$ cat src/rtl/id_ex_skid.sv
// ID->EX pipeline register with a two-entry skid buffer and a registered ready_o.
// MAIN drives the EX-side outputs; SKID catches the one beat that can arrive while EX stalls.
module id_ex_skid #(
  parameter logic [31:0] NOP_INST = 32'h00000013,
  parameter int          XLEN     = 32
) (
  input  logic            clk,
  input  logic            rst,
  input  logic            valid_i,
  output logic            ready_o,
  input  logic [XLEN-1:0] inst_i,
  input  logic [XLEN-1:0] inst_addr_i,
  input  logic [XLEN-1:0] op1_i,
  input  logic [XLEN-1:0] op2_i,
  input  logic [4:0]      rd_addr_i,
  input  logic            reg_wen_i,
  output logic            valid_o,
  input  logic            ready_i,
  output logic [XLEN-1:0] inst_o,
  output logic [XLEN-1:0] inst_addr_o,
  output logic [XLEN-1:0] op1_o,
  output logic [XLEN-1:0] op2_o,
  output logic [4:0]      rd_addr_o,
  output logic            reg_wen_o,
  input  logic            flush_i
);

  typedef struct packed {
    logic [XLEN-1:0] inst;
    logic [XLEN-1:0] addr;
    logic [XLEN-1:0] op1;
    logic [XLEN-1:0] op2;
    logic [4:0]      rd;
    logic            wen;
  } entry_t;

  typedef enum logic [1:0] {
    EMPTY = 2'd0,
    ONE   = 2'd1,
    TWO   = 2'd2
  } state_e;

  localparam entry_t NOP_ENTRY = '{
    inst: XLEN'(NOP_INST),
    addr: '0,
    op1:  '0,
    op2:  '0,
    rd:   '0,
    wen:  1'b0
  };

  state_e state_q, state_d;
  entry_t main_q, main_d;
  entry_t skid_q, skid_d;
  logic   valid_q, valid_d;
  logic   ready_q, ready_d;

  entry_t in_entry;
  logic   accept;
  logic   drain;

  assign in_entry = '{
    inst: inst_i,
    addr: inst_addr_i,
    op1:  op1_i,
    op2:  op2_i,
    rd:   rd_addr_i,
    wen:  reg_wen_i
  };

  assign accept = valid_i & ready_q;
  assign drain  = valid_q & ready_i;

  // MAIN is reloaded with the NOP pattern whenever the stage empties, so the
  // outputs come straight from flops without a valid-gated mux.
  always_comb begin
    state_d = state_q;
    main_d  = main_q;
    skid_d  = skid_q;

    unique case (state_q)
      EMPTY: begin
        if (accept) begin
          main_d  = in_entry;
          state_d = ONE;
        end
      end
      ONE: begin
        if (accept && drain) begin
          main_d = in_entry;
        end else if (accept) begin
          skid_d  = in_entry;
          state_d = TWO;
        end else if (drain) begin
          main_d  = NOP_ENTRY;
          state_d = EMPTY;
        end
      end
      TWO: begin
        if (drain) begin
          main_d  = skid_q;
          skid_d  = '0;
          state_d = ONE;
        end
      end
      default: begin
        main_d  = NOP_ENTRY;
        skid_d  = '0;
        state_d = EMPTY;
      end
    endcase

    // A redirect from EX discards everything, including a beat accepted this cycle.
    if (flush_i) begin
      main_d  = NOP_ENTRY;
      skid_d  = '0;
      state_d = EMPTY;
    end

    valid_d = (state_d != EMPTY);
    ready_d = (state_d != TWO);
  end

  always_ff @(posedge clk or negedge rst) begin
    if (!rst) begin
      state_q <= EMPTY;
      main_q  <= NOP_ENTRY;
      skid_q  <= '0;
      valid_q <= 1'b0;
      ready_q <= 1'b1;
    end else begin
      state_q <= state_d;
      main_q  <= main_d;
      skid_q  <= skid_d;
      valid_q <= valid_d;
      ready_q <= ready_d;
    end
  end

  assign ready_o     = ready_q;
  assign valid_o     = valid_q;
  assign inst_o      = main_q.inst;
  assign inst_addr_o = main_q.addr;
  assign op1_o       = main_q.op1;
  assign op2_o       = main_q.op2;
  assign rd_addr_o   = main_q.rd;
  assign reg_wen_o   = main_q.wen;

endmodule
$ cat config.mk
export PLATFORM = sky130hd
export DESIGN_NAME = id_ex_skid
export DESIGN_NICKNAME = d
export VERILOG_FILES = /design/src/rtl/id_ex_skid.sv
export SDC_FILE = /design/constraint.sdc
export NUM_CORES = 1
export LEC_CHECK = 0
export BUFFER_PORTS_ARGS = -buffer_cell sky130_fd_sc_hd__clkbuf_2
export CORE_MARGIN = 2
export CORE_UTILIZATION = 50
export CTS_BUF_LIST = sky130_fd_sc_hd__clkbuf_16
export DETAILED_ROUTE_END_ITERATION = 10
export GPL_TIMING_DRIVEN = 1
export PLACE_DENSITY_LB_ADDON = 0.2
export SLEW_MARGIN = 20
export SYNTH_ARGS = -nofsm -noshare
export SYNTH_HDL_FRONTEND = slang
export SYNTH_SLANG_ARGS = --single-unit
$ cat constraint.sdc
create_clock -name clk -period 2.05 [get_ports clk]
set_clock_uncertainty 0.2 [all_clocks]
set_input_delay 0.41 -clock clk [delete_from_list [all_inputs] [get_ports clk]]
set_output_delay 0.41 -clock clk [all_outputs]
set_load 0.02 [all_outputs]
**Word level (Yosys, flattened, before mapping)**

Cells that the tools add are included.

- Output and inout port bits: 136
- Word-level logic and storage cells: 50
- Bits of input ports: 139
- Bits in registers: 272

- Bitwise operators: 2
- Mux-type cells: 18
- Reduce and logical (&&, ||, !) cells: 5
- Equal/unequal tests: 10

Operators with widths:

| operator | count |
|---|---|
| $mux W134 | 9 |
| $pmux W134 S3 | 2 |
| $mux W2 | 6 |
| $ne A3 B3 Y1 const B | 4 |
| $ne A4 B4 Y1 const B | 2 |
| $reduce_and A4 Y1 | 2 |
| $pmux W2 S3 | 1 |
| $ne A2 B2 Y1 const B | 2 |
| $and A1 B1 Y1 | 2 |
| $eq A2 B1 Y1 const B | 1 |
| $eq A2 B2 Y1 const B | 1 |
| $logic_not A2 Y1 | 1 |
| $reduce_bool A2 Y1 | 1 |
| $logic_and A1 B1 Y1 | 1 |

**Longest topological paths before layout**

- Word-level depth: 7
- Gate-level depth with buffers: 8
- Depth with buffers taken out: 4

**Worst setup path before layout**

OpenSTA, ideal clock, no wires.

- Kind: register -> register
- From: register valid_q, in the netlist valid_o
- To: register skid_q[100] (netlist name)
- Path buffers: 4
- Data arrival time: 1.710 ns
- Data required time: 1.729 ns
- Path slack: 0.019 ns
- Stages on the path, launching flop included: 9
- Path through: dfrtp_1 -> buf_2 -> and2_1 -> buf_6 -> o21bai_2 -> a21oi_4 -> buf_2 -> buf_2 -> a22o_1

- Word-level cells in the longest chain between the ends: 4
- Elaborated cells between the ends (all ways): 5
- Those cells by class: 2 x eq/ne; 1 x bitwise; 2 x reduce/logical

Ends and longest elaborated chain:

| item | RTL line | RTL |
|---|---|---|
| start: declaration | 55 | `logic valid_q, valid_d;` |
| start signal: assignment | 135 | `valid_q <= valid_d;` |
| $and A1 B1 Y1 * | 72 | `assign drain = valid_q & ready_i;` |
| $logic_and A1 B1 Y1 | 89 | `if (accept && drain) begin` |
| $ne A3 B3 Y1 (no source line) | -- |  |
| $reduce_and A4 Y1 (no source line) * | -- |  |
| end signal: assignment | 134 | `skid_q <= skid_d;` |
| end: declaration | 54 | `entry_t skid_q, skid_d;` |

Every way passes the cells marked *; elsewhere a longest branch is shown, timed or not.
A chain may end at the register's enable or synchronous reset.

**Worst setup path in the final report**

- From: register state_q[1]
- To: register main_q (netlist bit op2_o[28])

- Word-level cells in the longest chain between the ends: 3
- Elaborated cells between the ends (all ways): 10
- Those cells by class: 6 x eq/ne; 2 x mux; 2 x reduce/logical

Ends and longest elaborated chain:

| item | RTL line | RTL |
|---|---|---|
| start: declaration | 52 | `state_e state_q, state_d;` |
| start signal: assignment | 132 | `state_q <= state_d;` |
| $eq A2 B1 Y1, or another cell as far along | 81 | `unique case (state_q)` |
| $ne A4 B4 Y1 (no source line), or another cell as far along | -- |  |
| $reduce_and A4 Y1 (no source line) or $mux W134 (tied branches) | -- |  |
| end signal: assignment | 133 | `main_q <= main_d;` |
| end: declaration | 53 | `entry_t main_q, main_d;` |

Parallel ways exist; a longest one is shown, timed or not.

==> run metrics <==
pwr dens 790.6 nW/um^2; final setup violation count 0; Bufs on Longest Clock Path 3; DIE HEIGHT around 170 um; post-route cell area about 18000 sq um; Worst path slowest cell dfrtp_4; RSZ-0062 raised after global routing yes; FF-to-FF End op2_o[28]$_DFFE_PN0P_; hold_ws ~0.16 ns; r2r setup slk around 0.03 ns; CP most frequent cell clkbuf_16; Clk Latency, worst-skew pair ~0.55 ns; Top delay family on crit path flip-flops; Mapped Nets roughly 1500; Antenna Violating Nets Remaining 0; worst endpoint required time between 2 and 2.5 ns; Cell variety after synth 37; largest net degree at the start of global routing 131; Final GP Congestion between 0.8 and 0.9; Max Cap Violations 0; Mapped Area roughly 14000 sq um; Fin. Hold Viols 0; R2R cell count 6; via density per instance ~6.2; Worst-path clk slew ~0.060 ns; vias in the first global route approximately 13000; Min-Delay Path Class input port to asynchronous set/reset pin; grt total ovfl 0; wire length of the first global-routing pass about 68000 um; initial antenna violation count 2; Tmin final 2.020 ns; CP max FO 12; CTS root buffer clkbuf_16; setup TNS 0 ns; commonest non-fill, non-tap cell in the layout clkbuf_2; Routed Wire Length around 44000 um; Post-Syn Instances between 1000 and 1500; count of state elements after synthesis 272; Sequential cell area roughly 7000 sq um; Seq/Total Area, Yosys between 40 and 50%; FP Rows 60; most frequent cells in the layout clkbuf_2 (270), dfrtp_1 (265), dlygate4sd3_1 (135), nand2_1 (134), a22o_1 (134); Slew HR a little over half; drt wl/cell around 21 um; Multi-input gate area slightly above 6000 sq um; Placed Cells 1909; Die X around 170 um; Initial Utilization about 50%; clock buffer count from CTS 31; crit path DAT roughly 2.3 ns; All-Layer GR Usage between 20% and 30%; Worst-Margin Slew 0.6906 ns; dpl cell area about 16000 sq um; # fillers around 2100; P&R area growth vs syn 34.02%; DIE AREA 28660 sq um; Design Power ~14 mW; CTS tree yes; leakage 8.115 nW; # IOs 275; nets about 1900; EDFF count, synth 0; Finished Layout Cells between 2000 and 2500; Final period util 98.51%; CTS H-tree lvls 1; layout cell share with drive strength beyond 1 about 24%; iteration count of the initial detailed-routing pass 7; Slew Viols, Final 0; Port Buf Inserts 274; via count 13200; core area between 20000 and 30000 sq um; dpl hpwl around 24000 um; worst path bufs/invs 2; Most used DFF post-synth dfrtp_1; Ys Warns 0; Worst R2R Start state_q[1]$_DFF_PN0_; FFs w/ async S/R, synth 100.0%; CP endpoint kind flip-flop; Avg Inst Size Synth between 9 and 10 sq um; drt initial violations roughly 1300; Worst setup SP type flip-flop; crit-path max cell delay 0.49 ns; kind of critical path flip-flop to flip-flop; status complete, no violations; # clock sinks 272; DR DRC count 0; worst vdd ir 0.5485 mV; CP Cell Sequence nand3b_1 > o221ai_4 > clkbuf_16 > clkbuf_16 > nand2_1 > a21oi_1; fmax between 0.4 and 0.5 GHz
-- report_power, final --
| part | internal (mW) | switching (mW) |
|---|---|---|
| clock network | 2.72 | 2.22 |
| registers | 5.71 | 0.206 |
| logic | 1.49 | 2.14 |
| total | 9.91 | 4.56 |
-- cell type report --
cell class | count | area share, %
repair buffers | 495 | 22.00
clock inverters | 26 | 0.6287
flip-flops and latches | 272 | 37.26
well taps | 341 | 2.330
inverters | 1 | 0.02050
multi-input cells | 956 | 33.49
clock buffers | 31 | 4.237
diodes | 2 | 0.02733
-- routing by layer --
| layer | up-vias | wire length (um) | share of wire [%] | global-route usage, % |
|---|---|---|---|---|
| li1 | 5912 | - | - | - |
| met1 | 6570 | 18360 | 42 | 39.36 |
| met2 | 627 | 21320 | 48 | 47.83 |
| met3 | 93 | 3140 | 7.1 | 4.291 |
| met4 | 0 | 1349 | 3.1 | 10.59 |
| met5 | - | 0 | 0 | 0 |
-- worst register-to-register path, cell delays in order, from the launching register on --
cell	delay (ns)
dfrtp_4	0.49
nand3b_1	0.29
o221ai_4	0.34
clkbuf_16	0.23
clkbuf_16	0.17
nand2_1	0.07
a21oi_1	0.15
-- worst max-delay path by stage --
stage | from | end | slack [ns] | cells past startpoint
2_1_floorplan | valid_o$_DFF_PN0_ | skid_q[100]$_DFFE_PN0P_ | 0.02 | 8
3_3_place_gp | ready_i | op1_o[8]$_DFFE_PN0P_ | -0.005 | 7
3_5_place_dp | ready_i | op1_o[29]$_DFFE_PN0P_ | -0.07 | 7
4_1_cts | valid_o$_DFF_PN0_ | valid_o | -0.04 | 2
5_1_grt | valid_o$_DFF_PN0_ | inst_addr_o[22]$_DFFE_PN0P_ | -0.03 | 7
6_report | state_q[1]$_DFF_PN0_ | op2_o[28]$_DFFE_PN0P_ | 0.03 | 6
-- registers in the layout, indices dropped and copies added, names as in the netlist --
name	count
skid_q	134
valid_o	1
inst_o	32
op1_o	32
inst_addr_o	32
state_q	2
reg_wen_o	1
rd_addr_o	5
ready_o	1
op2_o	32
-- cell families after synthesis --
kind of cell / Yosys count / synth area share (%)
muxes: 131 / 9.598
buffers and inverters: 164 / 5.797
AOI/OAI and AO/OA: 546 / 25.46
DFF: 272 / 49.86
and+or+nand+nor: 279 / 9.287
-- per-stage QoR --
step	util (%)	setup WS, ns
final	68.13	0.03045
after global routing	68.13	-0.02678
after CTS	66.73	-0.04031
after detailed placement	58.08	-0.07054
after global placement	58.08	-0.004722
after floorplan	-	0.01937
-- cell usage after synthesis (2+ instances only) --
cell type	instances	share of area [%]
dfrtp_1	268	49
a21oi_1	135	4.9
nand2_1	135	3.7
a22o_1	134	8.6
mux2i_1	131	9.6
nand3_1	130	4.8
o22ai_1	130	6.0
clkbuf_1	91	2.5
o21ai_1	70	2.6
o21ai_0	63	2.3
buf_2	45	1.6
buf_4	14	0.77
buf_6	9	0.74
buf_1	4	0.11
dfstp_2	4	0.77
o32a_1	3	0.22
and3_1	2	0.092
nand2b_1	2	0.092
nor2_1	2	0.055
o21bai_1	2	0.11
o22a_1	2	0.13
-- timing repair --
action / CTS / global route
gates cloned: 1 / 8
hold buffers: 135 / 0
hold endpoints to repair: 315 / 0
pin swaps: 1 / 2
gates resized for setup: 7 / 25
setup buffers: 2 / 10
setup endpoints to repair: 58 / 225
(Power assumes the default switching activity.)
